## config.mk

```make
export PLATFORM = sky130hd
export DESIGN_NAME = i2c_target_flat
export DESIGN_NICKNAME = d
export VERILOG_FILES = /design/src/rtl/i2c_target_if.sv /design/src/rtl/i2c_target.sv /design/src/flat_wrapper.sv
export SDC_FILE = /design/constraint.sdc
export NUM_CORES = 1
export LEC_CHECK = 0
export ABC_AREA = 0
export CAP_MARGIN = 20
export CORE_ASPECT_RATIO = 0.9
export CORE_MARGIN = 2
export CORE_UTILIZATION = 45
export CTS_BUF_LIST = sky130_fd_sc_hd__clkbuf_2
export CTS_CLUSTER_DIAMETER = 60
export DETAILED_ROUTE_END_ITERATION = 7
export SLEW_MARGIN = 20
export SYNTH_ARGS = -nofsm -noshare
export SYNTH_HDL_FRONTEND = slang
export SYNTH_SLANG_ARGS = --single-unit
```

## constraint.sdc

```tcl
create_clock -name clk -period 12.63 [get_ports clk]
set_input_delay 2.526 -clock clk [delete_from_list [all_inputs] [get_ports clk]]
set_output_delay 2.526 -clock clk [all_outputs]
set_load 0.02 [all_outputs]
```

## src/rtl/i2c_target_if.sv

```systemverilog
// i2c_target_if: bus pins and host-side register-file signals of the I2C target
interface i2c_target_if;
  logic       scl_in;
  logic       sda_in;
  logic       sda_oe;
  logic       busy;
  logic       wr_valid;
  logic [3:0] wr_addr;
  logic [7:0] wr_data;
  logic [3:0] host_addr;
  logic [7:0] host_rdata;
  modport slave (input scl_in, sda_in, host_addr, output sda_oe, busy, wr_valid, wr_addr, wr_data, host_rdata);
  modport master (output scl_in, sda_in, host_addr, input sda_oe, busy, wr_valid, wr_addr, wr_data, host_rdata);
endinterface

```

## src/rtl/i2c_target.sv

```systemverilog
// i2c_target: oversampled I2C target with a 16-byte register file and auto-incrementing pointer
module i2c_target #(
  parameter logic [6:0] TARGET_ADDR = 7'h50,
  parameter int         NUM_REGS    = 16
) (
  input  logic         clk,
  input  logic         reset,
  i2c_target_if.slave  bus
);
  typedef enum logic [2:0] {IDLE, ADDR, ADDR_ACK, WR_BYTE, WR_ACK, RD_BYTE, RD_ACK, IGNORE} state_t;
  state_t     state;
  logic [2:0] scl_r, sda_r;
  logic [7:0] sh;
  logic [2:0] cnt;
  logic [3:0] ptr;
  logic       first_byte, rw;
  logic [7:0] regs [NUM_REGS];
  // [1] is the synchronized level, [2] its previous value for edge detection
  wire  sda_s  = sda_r[1];
  wire  rise   = scl_r[1] & ~scl_r[2];
  wire  fall   = ~scl_r[1] & scl_r[2];
  wire  start  = scl_r[1] & sda_r[2] & ~sda_r[1];
  wire  stop   = scl_r[1] & ~sda_r[2] & sda_r[1];
  wire  [7:0] rx_byte = {sh[6:0], sda_s};
  assign bus.busy       = state != IDLE;
  assign bus.host_rdata = regs[bus.host_addr];
  always_ff @(posedge clk or posedge reset) begin
    if (reset) begin
      state        <= IDLE;
      scl_r        <= 3'b111;
      sda_r        <= 3'b111;
      sh           <= '0;
      cnt          <= '0;
      ptr          <= '0;
      first_byte   <= 1'b0;
      rw           <= 1'b0;
      bus.sda_oe   <= 1'b0;
      bus.wr_valid <= 1'b0;
      bus.wr_addr  <= '0;
      bus.wr_data  <= '0;
      for (int i = 0; i < NUM_REGS; i++) regs[i] <= '0;
    end else begin
      scl_r        <= {scl_r[1:0], bus.scl_in};
      sda_r        <= {sda_r[1:0], bus.sda_in};
      bus.wr_valid <= 1'b0;
      if (start) begin
        state      <= ADDR;
        cnt        <= '0;
        bus.sda_oe <= 1'b0;
      end else if (stop) begin
        state      <= IDLE;
        bus.sda_oe <= 1'b0;
      end else begin
        case (state)
          ADDR: if (rise) begin
            sh  <= rx_byte;
            cnt <= cnt + 3'd1;
            if (cnt == 3'd7) begin
              state <= (sh[6:0] == TARGET_ADDR) ? ADDR_ACK : IGNORE;
              rw    <= sda_s;
            end
          end
          // first fall pulls SDA for the ACK, second fall ends it
          ADDR_ACK: if (fall) begin
            cnt <= '0;
            if (!bus.sda_oe) bus.sda_oe <= 1'b1;
            else if (rw) begin
              state      <= RD_BYTE;
              sh         <= regs[ptr];
              bus.sda_oe <= ~regs[ptr][7];
            end else begin
              state      <= WR_BYTE;
              first_byte <= 1'b1;
              bus.sda_oe <= 1'b0;
            end
          end
          WR_BYTE: if (rise) begin
            sh  <= rx_byte;
            cnt <= cnt + 3'd1;
            if (cnt == 3'd7) begin
              state      <= WR_ACK;
              first_byte <= 1'b0;
              if (first_byte) ptr <= rx_byte[3:0];
              else begin
                regs[ptr]    <= rx_byte;
                bus.wr_valid <= 1'b1;
                bus.wr_addr  <= ptr;
                bus.wr_data  <= rx_byte;
                ptr          <= ptr + 4'd1;
              end
            end
          end
          WR_ACK: if (fall) begin
            cnt        <= '0;
            bus.sda_oe <= ~bus.sda_oe;
            state      <= bus.sda_oe ? WR_BYTE : WR_ACK;
          end
          // bit 7 was put on the bus when the byte was loaded
          RD_BYTE: if (fall) begin
            cnt <= cnt + 3'd1;
            if (cnt == 3'd7) begin
              bus.sda_oe <= 1'b0;
              ptr        <= ptr + 4'd1;
              state      <= RD_ACK;
            end else begin
              sh         <= {sh[6:0], 1'b0};
              bus.sda_oe <= ~sh[6];
            end
          end
          RD_ACK: if (rise && sda_s) state <= IGNORE;
          else if (fall) begin
            state      <= RD_BYTE;
            cnt        <= '0;
            sh         <= regs[ptr];
            bus.sda_oe <= ~regs[ptr][7];
          end
          default: ;
        endcase
      end
    end
  end
endmodule

```

## src/flat_wrapper.sv

```systemverilog
// flat-port wrapper written by rule: the top's interface ports become plain ports
module i2c_target_flat 
#(
  parameter logic [6:0] TARGET_ADDR = 7'h50,
  parameter int         NUM_REGS    = 16
)
  (clk, reset, bus_scl_in, bus_sda_in, bus_host_addr, bus_sda_oe, bus_busy, bus_wr_valid, bus_wr_addr, bus_wr_data, bus_host_rdata);
  i2c_target_if bus_i ();
  input  logic clk;
  input  logic reset;
  input wire logic [$bits(bus_i.scl_in)-1:0] bus_scl_in;
  input wire logic [$bits(bus_i.sda_in)-1:0] bus_sda_in;
  input wire logic [$bits(bus_i.host_addr)-1:0] bus_host_addr;
  output wire logic [$bits(bus_i.sda_oe)-1:0] bus_sda_oe;
  output wire logic [$bits(bus_i.busy)-1:0] bus_busy;
  output wire logic [$bits(bus_i.wr_valid)-1:0] bus_wr_valid;
  output wire logic [$bits(bus_i.wr_addr)-1:0] bus_wr_addr;
  output wire logic [$bits(bus_i.wr_data)-1:0] bus_wr_data;
  output wire logic [$bits(bus_i.host_rdata)-1:0] bus_host_rdata;
  assign bus_i.scl_in = bus_scl_in;
  assign bus_i.sda_in = bus_sda_in;
  assign bus_i.host_addr = bus_host_addr;
  assign bus_sda_oe = bus_i.sda_oe;
  assign bus_busy = bus_i.busy;
  assign bus_wr_valid = bus_i.wr_valid;
  assign bus_wr_addr = bus_i.wr_addr;
  assign bus_wr_data = bus_i.wr_data;
  assign bus_host_rdata = bus_i.host_rdata;
  i2c_target #(.TARGET_ADDR(TARGET_ADDR), .NUM_REGS(NUM_REGS)) u_core (.clk(clk), .reset(reset), .bus(bus_i));
endmodule
```

* Word-level counts from Yosys, hierarchy flattened
Index checks and enable logic that the tools add are counted.
** Operators by class
- Mux-type cells :: 71
- Order comparisons :: 3
- Add/sub/neg operators :: 2
- Reductions and logical operators :: 19
- Bitwise operators :: 18
- Eq/ne operators :: 36
** Operators by type and width (number)
- bitwise mux 128 bit :: 1
- two-way mux 3 bit :: 22
- binary-select mux 8 bit (select 4 bit) :: 2
- two-way mux 7 bit :: 8
- two-way mux 8 bit :: 5
- inequality test 4 x 1 -> 1 bit (second input constant) :: 10
- demux 8 bit (select 4 bit) :: 1
- case mux 7 bit (4 select lines) :: 1
- AND reduction 11 bit :: 2
- two-way mux 1 bit :: 21
- two-way mux 4 bit :: 5
- inequality test 2 x 1 -> 1 bit (second input constant) :: 10
- case mux 3 bit (6 select lines) :: 1
- == test 3 bit (second input constant) :: 4
- case mux 3 bit (4 select lines) :: 1
- AND reduction 6 bit :: 2
- >= comparator 5 bit (second input constant) :: 2
- inverter 1 bit :: 10
- inverter 4 -> 5 bit :: 2
- AND reduction 5 bit :: 2
- case mux 4 bit (2 select lines) :: 1
- AND reduction 8 bit :: 1
- nonzero test 8 bit :: 1
- == test 7 bit (second input constant) :: 1
- other kinds (21) :: 33
** Storage, ports and cells
- Register bits after elaboration :: 167
- Logic and storage cells :: 177
- Output and inout port bits :: 23
- Input port bits :: 8

* Logic depth before layout (Yosys ltp)
Gate-level depths: netlist of run 1.
- Word-level depth :: 11
- Depth in mapped cells :: 9
- Gate-level depth less buffers :: 7

* Worst setup path after synthesis of run 1
OpenSTA, ideal clock, no wires.
- Path type :: input -> output
- Start :: input port bus_host_addr[1]
- End :: output port bus_host_rdata[0]
- Data required time :: 10.104 ns
- Cell stages on the path :: 5
- Path buffers :: 3
- Setup slack :: 5.985 ns
- Arrival :: 4.119 ns
- Cells stage by stage :: clkbuf_1 buf_2 buf_2 mux4_2 mux4_2
** On the way
- Word-level cells in the longest chain between the ends :: 4
** Ends and longest elaborated chain
- start, declared :: RTL line flat_wrapper.sv:13 : input wire logic [$bits(bus_i.host_addr)-1:0] bus_host_addr;
- inverter 4 -> 5 bit (not written as such) :: RTL line i2c_target.sv:26 : assign bus.host_rdata = regs[bus.host_addr];
- binary-select mux 8 bit (select 4 bit) :: RTL line i2c_target.sv:26
- two-way mux 8 bit (not written as such) (2 in a row) :: RTL line i2c_target.sv:26
- end, declared :: RTL line flat_wrapper.sv:19 : output wire logic [$bits(bus_i.host_rdata)-1:0] bus_host_rdata;
Every way passes these cells. The select of a mux whose other input is x is not followed.

* Final worst setup path of run 1
- Start :: input port bus_host_addr[1]
- End :: output port bus_host_rdata[3]
Same word-level chain as after synthesis.

==> results of run 1 <==
[per-stage QoR]
stage	cells	utilization
detailed placement	868	0.4771
finish	901	0.4892
floorplan	630	-
global placement	868	0.4771
CTS	900	0.4890
global route	901	0.4892
[area by class of cell]
| class | count | area (um^2) | share of cell area |
|---|---|---|---|
| well taps | 255 | 319.1 | 0.03273 |
| clock buffers | 17 | 85.08 | 0.008728 |
| clock inverters | 15 | 151.4 | 0.01553 |
| diodes | 1 | 2.502 | 0.0002567 |
| repair buffers | 35 | 330.3 | 0.03389 |
| flip-flops and latches | 167 | 4188 | 0.4296 |
| inverters | 10 | 42.54 | 0.004364 |
| multi-input cells | 401 | 4629 | 0.4749 |
[worst min-delay path by stage]
stage | from | end | slack [ns] | cells after the start
6_report | u_core.sda_r[0] | u_core.sda_r[1] | 0.38 | 0
5_1_grt | u_core.scl_r[0] | u_core.scl_r[1] | 0.38 | 0
3_3_place_gp | u_core.sda_r[0] | u_core.sda_r[1] | 0.35 | 0
2_1_floorplan | u_core.scl_r[0] | u_core.scl_r[1] | 0.35 | 0
4_1_cts | u_core.sda_r[0] | u_core.sda_r[1] | 0.38 | 0
3_5_place_dp | u_core.sda_r[0] | u_core.sda_r[1] | 0.35 | 0
[sequential cells by signal, indices dropped and copies added (netlist names)]
register / flops
u_core.scl_r: 3
u_core.rw: 1
u_core.first_byte: 1
u_core.ptr: 4
u_core.regs: 128
u_core.cnt: 3
u_core.sda_r: 3
u_core.bus.wr_addr: 4
u_core.bus.wr_valid: 1
u_core.sh: 7
u_core.bus.wr_data: 8
u_core.state: 3
u_core.bus.sda_oe: 1
[critical path, stage by stage]
cell             delay [ns]
buf_2                  0.63
mux4_2                 0.60
mux4_2                 0.51
clkdlybuf4s50_1        0.56
[layer usage]
layer	track usage	wire (um)
met4	0.04427	173
met3	0.04156	1143
met1	0.3229	10080
met2	0.3276	10220
met5	0	0
[power by group through the flow]
stage          sequential (mW)  combinational [mW]  clock, mW
2_1_floorplan            0.595               0.360          0
3_3_place_gp             0.669               0.388          0
3_5_place_dp             0.674               0.399          0
4_1_cts                  0.665               0.400      0.299
5_1_grt                  0.677               0.438      0.322
6_report                 0.666               0.402      0.289
[cell families after synthesis]
| family | Yosys count | share of synthesized area |
|---|---|---|
| compound gates | 76 | 0.06208 |
| mux | 222 | 0.3744 |
| buf+inv | 62 | 0.03111 |
| flops | 167 | 0.4606 |
| fa+ha+maj | 6 | 0.008259 |
| simple gates | 96 | 0.06263 |
| xor+xnor | 1 | 0.0009637 |
[cell usage in the layout (no fill, tap or decap), types with 7 or more instances in the layout]
cell type        instances
nor2_1                  18
mux2_1                  17
mux4_2                  66
inv_1                    8
clkbuf_2                17
nand2_1                 26
clkdlybuf4s50_1         28
nand3_1                 11
inv_6                    7
dfrtp_1                160
o31ai_1                  9
mux2_4                  48
o21ai_0                 13
mux2_2                  75
a22o_1                   8
mux2i_1                 16
==> metrics, run 1 <==
Critical Path RT 10.10 ns; setup TNS 0 ns; nets 646; design area 0.009748 mm^2; vias 5,585; max-slew violations 0; total power 1.357 mW; crit path DAT 4.85 ns; synth cell count leaders dfrtp_1, mux2_2, mux4_2; worst reg2reg endpoint u_core.regs[109]; Tmin final 7.374 ns; initial antenna violation count 1; Setup Buffers After CTS 0; Total GRT Usage 0.2145; maximum root-to-sink buffer count 2; CTS buffer count 17; cts hold-fix bufs 0; Synth Instances 630; DRT iter0 DRCs 540; Leak 4.522 nW; critical path type primary input to primary output; FF-to-FF Start u_core.sda_r[1]; Area growth syn-to-layout 7.240%; Root Driver clkbuf_2; largest net degree at the start of global routing 103; final worst setup slack 5.256 ns; worst reg2reg setup slack 9.66 ns; Power Density 139.2 mW/mm^2; Worst-Margin Slew 0.9156 ns; Area contributors post-synth dfrtp_1, mux4_2, mux2_2; Detail Route Antenna Nets 0; synthesized flop and latch total 167; final hold slack 0.3773 ns; first-pass GRT wire length 35,220 um; Post-Synthesis Cell Area 0.009090 mm^2; peak supply drop 68.10 uV; vias in the first global route 5,844; sequential share of power 0.491; crit-path max FO 32; P_sw 0.5739 mW; Row Count 49; pre-CTS setup slack 5.021 ns; Max Cap Viol 0; Slew HR 0.3896; CTS clk-pin slew, worst paths 0.27 ns; worst r2r path cells 6; Ports 31; initial core utilization 0.4562; dpl cell area 0.009507 mm^2; share of layout cells above drive strength 1 0.3876; most used flip-flop cell after synthesis dfrtp_1; final WL 21,620 um; Max Fclk 135.6 MHz; Clk network pwr share 0.213; dpl hpwl 14,870 um; final hold violations 0; RSZ-0062 raised after global routing no; chip width 153.8 um; Synthesized Nets 644; end of the critical path bus_host_rdata[3]; total clock sinks 167; crit path from bus_host_addr[1]; status finished clean; Final GP Congestion 0.8173; grt total ovfl 0; post-DR wirelength/cell 23.99 um; DRC viols 0; Final period util 0.5839; top cell type's share of synthesized area 0.4432; post-CTS sizing 0; worst hold path class flop to flop; number of flops mapped to enable cells by yosys 0; Setup crit start kind primary input; IO Port Bufs 30; ys async rst share 1.000; core area 0.01993 mm^2; crit end category primary output; CTS tree yes; register area share after synthesis 0.4606; synth warn 0; internal power 0.7826 mW; fillers 1,675; Clock Skews 0.03364 ns; count leader, synth dfrtp_1; die height 138.8 um; Avg Cell Area, Syn 14.43 um^2; Yosys top cell by area dfrtp_1; vias per inst 6.199; DIE AREA 0.02135 mm^2; H-tree depth 4; combinational share of power 0.296; drt pass-1 iters 5; Clk Latency, worst-skew pair 0.77 ns; library cells used by synthesis 64; Net Sw Frac 0.4231; setup violators final 0
Note: power is estimated with default switching activity, not from simulation.
==> inputs of run 2 (changes only) <==
==> constraint.sdc (replaced) <==
create_clock -name clk -period 6.7 [get_ports clk]
set_input_delay 1.34 -clock clk [delete_from_list [all_inputs] [get_ports clk]]
set_output_delay 1.34 -clock clk [all_outputs]
set_load 0.02 [all_outputs]
==> metrics, run 2 (synthesis gave the netlist of run 1 again) <==
fillers 1,665; register bank with the most flops u_core.regs; Clock Skews 0.05007 ns; final hold slack 0.3766 ns; worst hold path class flop to flop; fin util 0.4900; max-slew violations 0; initial antenna violation count 1; share of layout cells above drive strength 1 0.3870; CTS clk-pin slew, worst paths 0.27 ns; crit end category primary output; peak supply drop 145.0 uV; Row Count 49; largest net degree at the start of global routing 65; post-CTS sizing 0; register area 0.004188 mm^2; worst reg2reg setup slack 3.80 ns; Root Driver clkbuf_2; Leak 4.522 nW; CTS tree yes; Final period util 0.7416; DIE AREA 0.02135 mm^2; RSZ-0062 raised after global routing no; area of the multi-input gates 0.004629 mm^2; final WL 21,500 um; DRT iter0 DRCs 376; DRC viols 0; Setup crit start kind primary input; status finished clean; drt pass-1 iters 5; nets 647; Tmin final 4.969 ns; Power Density 260.2 mW/mm^2; Max Fclk 201.3 MHz; Critical Path RT 5.36 ns; first-pass GRT wire length 35,240 um; Slew HR 0.3934; cts hold-fix bufs 0; setup violators final 0; H-tree depth 4; Setup Buffers After CTS 0; dpl hpwl 15,150 um; IO Port Bufs 30; post-DR wirelength/cell 23.84 um; max reg flops 128; total clock sinks 167; critical path type primary input to primary output; Worst-Margin Slew 0.9080 ns; chip width 153.8 um; design area 0.009763 mm^2; Detail Route Antenna Nets 0; Finished Layout Cells 902; die height 138.8 um; maximum root-to-sink buffer count 2; Post-Place Cells 869; Total GRT Usage 0.2149; vias per inst 6.201; Area growth syn-to-layout 7.405%; crit path DAT 3.63 ns; final hold violations 0; core area 0.01993 mm^2; most frequent cells in the layout dfrtp_1, mux2_2, mux4_2, mux2_4, clkdlybuf4s50_1; initial core utilization 0.4562; Final GP Congestion 0.8600; CTS buffer count 17; Clk Latency, worst-skew pair 0.77 ns; commonest non-fill, non-tap cell in the layout dfrtp_1; setup TNS 0 ns; grt total ovfl 0; Ports 31; vias 5,593; vias in the first global route 5,757; dpl cell area 0.009514 mm^2; Largest regs u_core.regs x128, u_core.bus.wr_data x8, u_core.sh x7; Max Cap Viol 0; crit-path max FO 32
==> run 2: changes by cell type in the layout (fill, tap and decap cells not counted), sizes merged <==
cell and change:
clkinv +2, clkinvlp +1, inv -3, buf +1
==> run 2: metrics by stage <==
step / total power, mW / worst slack, ns
6_report: 2.541 / 1.731
3_3_place_gp: 1.988 / 1.565
2_1_floorplan: 1.799 / 0.8515
5_1_grt: 2.706 / 1.629
4_1_cts: 2.560 / 1.488
3_5_place_dp: 2.013 / 1.487
==> run 2: power breakdown <==
| part | switching, mW | internal (mW) | total (mW) |
|---|---|---|---|
| Clock | 0.423 | 0.121 | 0.544 |
| Combinational | 0.430 | 0.288 | 0.718 |
| Sequential | 0.215 | 1.06 | 1.28 |
| Total | 1.07 | 1.47 | 2.54 |
==> run 2: cell type report <==
type / instances / area share
antenna: 1 / 0.0002563
inverter: 10 / 0.004357
multi-input combinational: 401 / 0.4742
timing repair buffer: 36 / 0.03460
tap: 255 / 0.03268
sequential: 167 / 0.4289
clock buffer: 17 / 0.008715
clock inverter: 15 / 0.01628
==> run 2: per-layer routing <==
| metal | vias up | track usage | wire length, um |
|---|---|---|---|
| li1 | 2438 | - | - |
| met1 | 2943 | 0.3210 | 10090 |
| met2 | 189 | 0.3274 | 10050 |
| met3 | 23 | 0.04406 | 1097 |
| met4 | 0 | 0.04771 | 267 |
| met5 | - | 0 | 0 |
==> run 2: worst paths after layout <==
check                                 start             endpoint  cells past startpoint
setup / recovery           bus_host_addr[1]    bus_host_rdata[3]                      4
hold / removal              u_core.sda_r[0]      u_core.sda_r[1]                      0
setup reg to reg              u_core.ptr[0]      u_core.regs[34]                      4
hold reg to reg             u_core.sda_r[0]      u_core.sda_r[1]                      0
max in group asynchronous             reset      u_core.regs[92]                      3
min in group asynchronous             reset  u_core.bus.wr_valid                      2
==> run 2: worst max-delay path, cell delays in order <==
cell and delay (ns):
buf_2 0.60, mux4_2 0.59, mux4_2 0.51, clkdlybuf4s50_1 0.56
==> edit (settings of run 1) <==
`NUM_REGS` is set to 16 in 2 places; all go to 8.
--- a/src/rtl/i2c_target.sv
+++ b/src/rtl/i2c_target.sv
@@ -3,3 +3,3 @@
   parameter logic [6:0] TARGET_ADDR = 7'h50,
-  parameter int         NUM_REGS    = 16
+  parameter int         NUM_REGS    = 8
 ) (
--- a/src/flat_wrapper.sv
+++ b/src/flat_wrapper.sv
@@ -4,3 +4,3 @@
   parameter logic [6:0] TARGET_ADDR = 7'h50,
-  parameter int         NUM_REGS    = 16
+  parameter int         NUM_REGS    = 8
 )
Check against the original RTL: not equivalent (Yosys sat finds a counterexample within 4 cycles, from zero or initial values and one cycle with reset high).
==> edit against run 1 <==
- die area is 38% lower
- wire length is 41% lower
- via count decreased by 33%
- register-to-register slack got worse by 30 ps
- design area shrank 38%
- combinational power down 31%
- worst setup slack got worse by 160 ps
- core utilization rose by 1.2 points
- power shrank 35%
- area after synthesis decreased by 39%
- fmax shrank 2.1%
- critical path depth unchanged
- sequential cell count shrank 64
==> edit: results <==
{
  "status": "complete, no violations",
  "switching_share_pct": 38.59,
  "area_share_nonclk_buffers_pct": 5.357,
  "clkTransAtPathRegs_ps": 240,
  "num-multi-input-gates": 310,
  "grt_usage_pct": 20.69,
  "synth_compound_area_share_pct": 9.044,
  "signal_buffers": 34,
  "fillers": 1077,
  "grt_pass1_wl_mm": 20.48,
  "drive_gt1_share_pct": 30.19,
  "r2r_cells": 5,
  "clock_path_buffers": 2,
  "yosysWarnings": 0,
  "clock_sinks": 103,
  "yosys.area_share.adder_pct": 0.9044,
  "diodes": 0,
  "drt-vias-per-instance": 5.889,
  "synthXorXnorAreaFrac_pct": 0.3165,
  "cts_buffers": 9,
  "critPathMaxStageDelay_ps": 1070,
  "cpLargestDelayFamily": "buffers and inverters",
  "nNonClkInverters": 14,
  "antenna_found_initial": 0,
  "synth.area.mux_share_pct": 29.35,
  "drtAntennaViolNets": 0,
  "whs_path_depth": 0,
  "htreeDepth": 3,
  "grt_max_degree": 76,
  "port_buffers": 29,
  "seqCellArea_um2": 2585,
  "place_hpwl_mm": 8.204,
  "vdd_drop_max_mv": 0.08133,
  "synth_cell_type_count": 55,
  "critPathSlowestCell": "clkdlybuf4s50_1",
  "syn_nets": 477,
  "arrival_ps": 5010,
  "multi_input_area_share_pct": 45.27,
  "seq_area_frac_synth_pct": 46.71,
  "insertion_delay_ps": 620,
  "yosys-top-cells-area": "dfrtp_1 (44%), mux2_2 (17%), mux4_2 (9.0%)",
  "first_global_vias": 3646,
  "reg_top3": "u_core.regs x64, u_core.bus.wr_data x8, u_core.sh x7",
  "cts_root_buf": "clkbuf_2",
  "critPathMaxFanout": 16,
  "synth_common_cells": "dfrtp_1 (97), mux2_2 (86), nand2_1 (40)",
  "drt_iter0_drc": 204,
  "pre_cts_ws_ps": 4839,
  "p_leak_uw": 0.002741,
  "routed_wl_mm": 12.73,
  "clk_share_pct": 2.222,
  "async_flop_share_pct": 100.0,
  "dr.pass1.iters": 4,
  "place_congestion": 0.8962,
  "slew_headroom_pct": 29.44,
  "fin_worst_skew_ps": 30.97,
  "cap_violations": 0,
  "hp-class": "reg2reg",
  "clkbuf_count": 10
}
edit: cell types whose count changed after synthesis, moves of 10 or more:
cell and delta:
dfrtp_1 -64, mux2_4 -48, mux4_2 -44, mux2_1 -17
nand2_1 +14, o21ai_0 +13, mux2_2 +11, clkbuf_1 -10
edit: worst paths after layout:
check / from / slack [ps] / endpoint
setup / recovery: bus_host_addr[1] / 5090 / bus_host_rdata[6]
hold reg to reg: u_core.sda_r[0] / 370 / u_core.sda_r[1]
min in group asynchronous: reset / 2200 / u_core.regs[24]
hold / removal: u_core.sda_r[0] / 370 / u_core.sda_r[1]
max in group asynchronous: reset / 9140 / u_core.bus.wr_data[6]
setup reg to reg: u_core.state[0] / 9630 / u_core.regs[44]
edit: stage by stage:
stage / std cells / total power (uW) / utilization [%] / hold WS [ps] / instance area (um2)
after CTS: 637 / 886.8 / 50.14 / 375.9 / 6031
after global placement: 621 / 702.7 / 49.02 / 345.2 / 5897
after detailed placement: 621 / 705.8 / 49.02 / 347.5 / 5897
after global routing: 637 / 940.7 / 50.09 / 378.3 / 6026
after floorplan: 465 / 632.2 / - / 345.2 / 5534
final: 637 / 879.1 / 50.09 / 374.7 / 6026
edit: routing by layer:
layer | global-route usage (%) | share of wire, % | routed length, um | vias to the layer above
met2 | 31.66 | 46 | 5852 | 70
met5 | 0 | 0 | 0 | -
met4 | 4.236 | 0.68 | 87 | 0
met1 | 29.98 | 49 | 6250 | 1945
met3 | 5.230 | 4.3 | 542 | 10
li1 | - | - | - | 1726
edit: power by group through the flow:
stage / logic, uW / registers [uW] / clock network, uW
floorplan: 250 / 382 / 0
global placement: 271 / 432 / 0
detailed placement: 274 / 431 / 0
CTS: 276 / 426 / 185
global route: 306 / 437 / 198
finish: 276 / 427 / 176
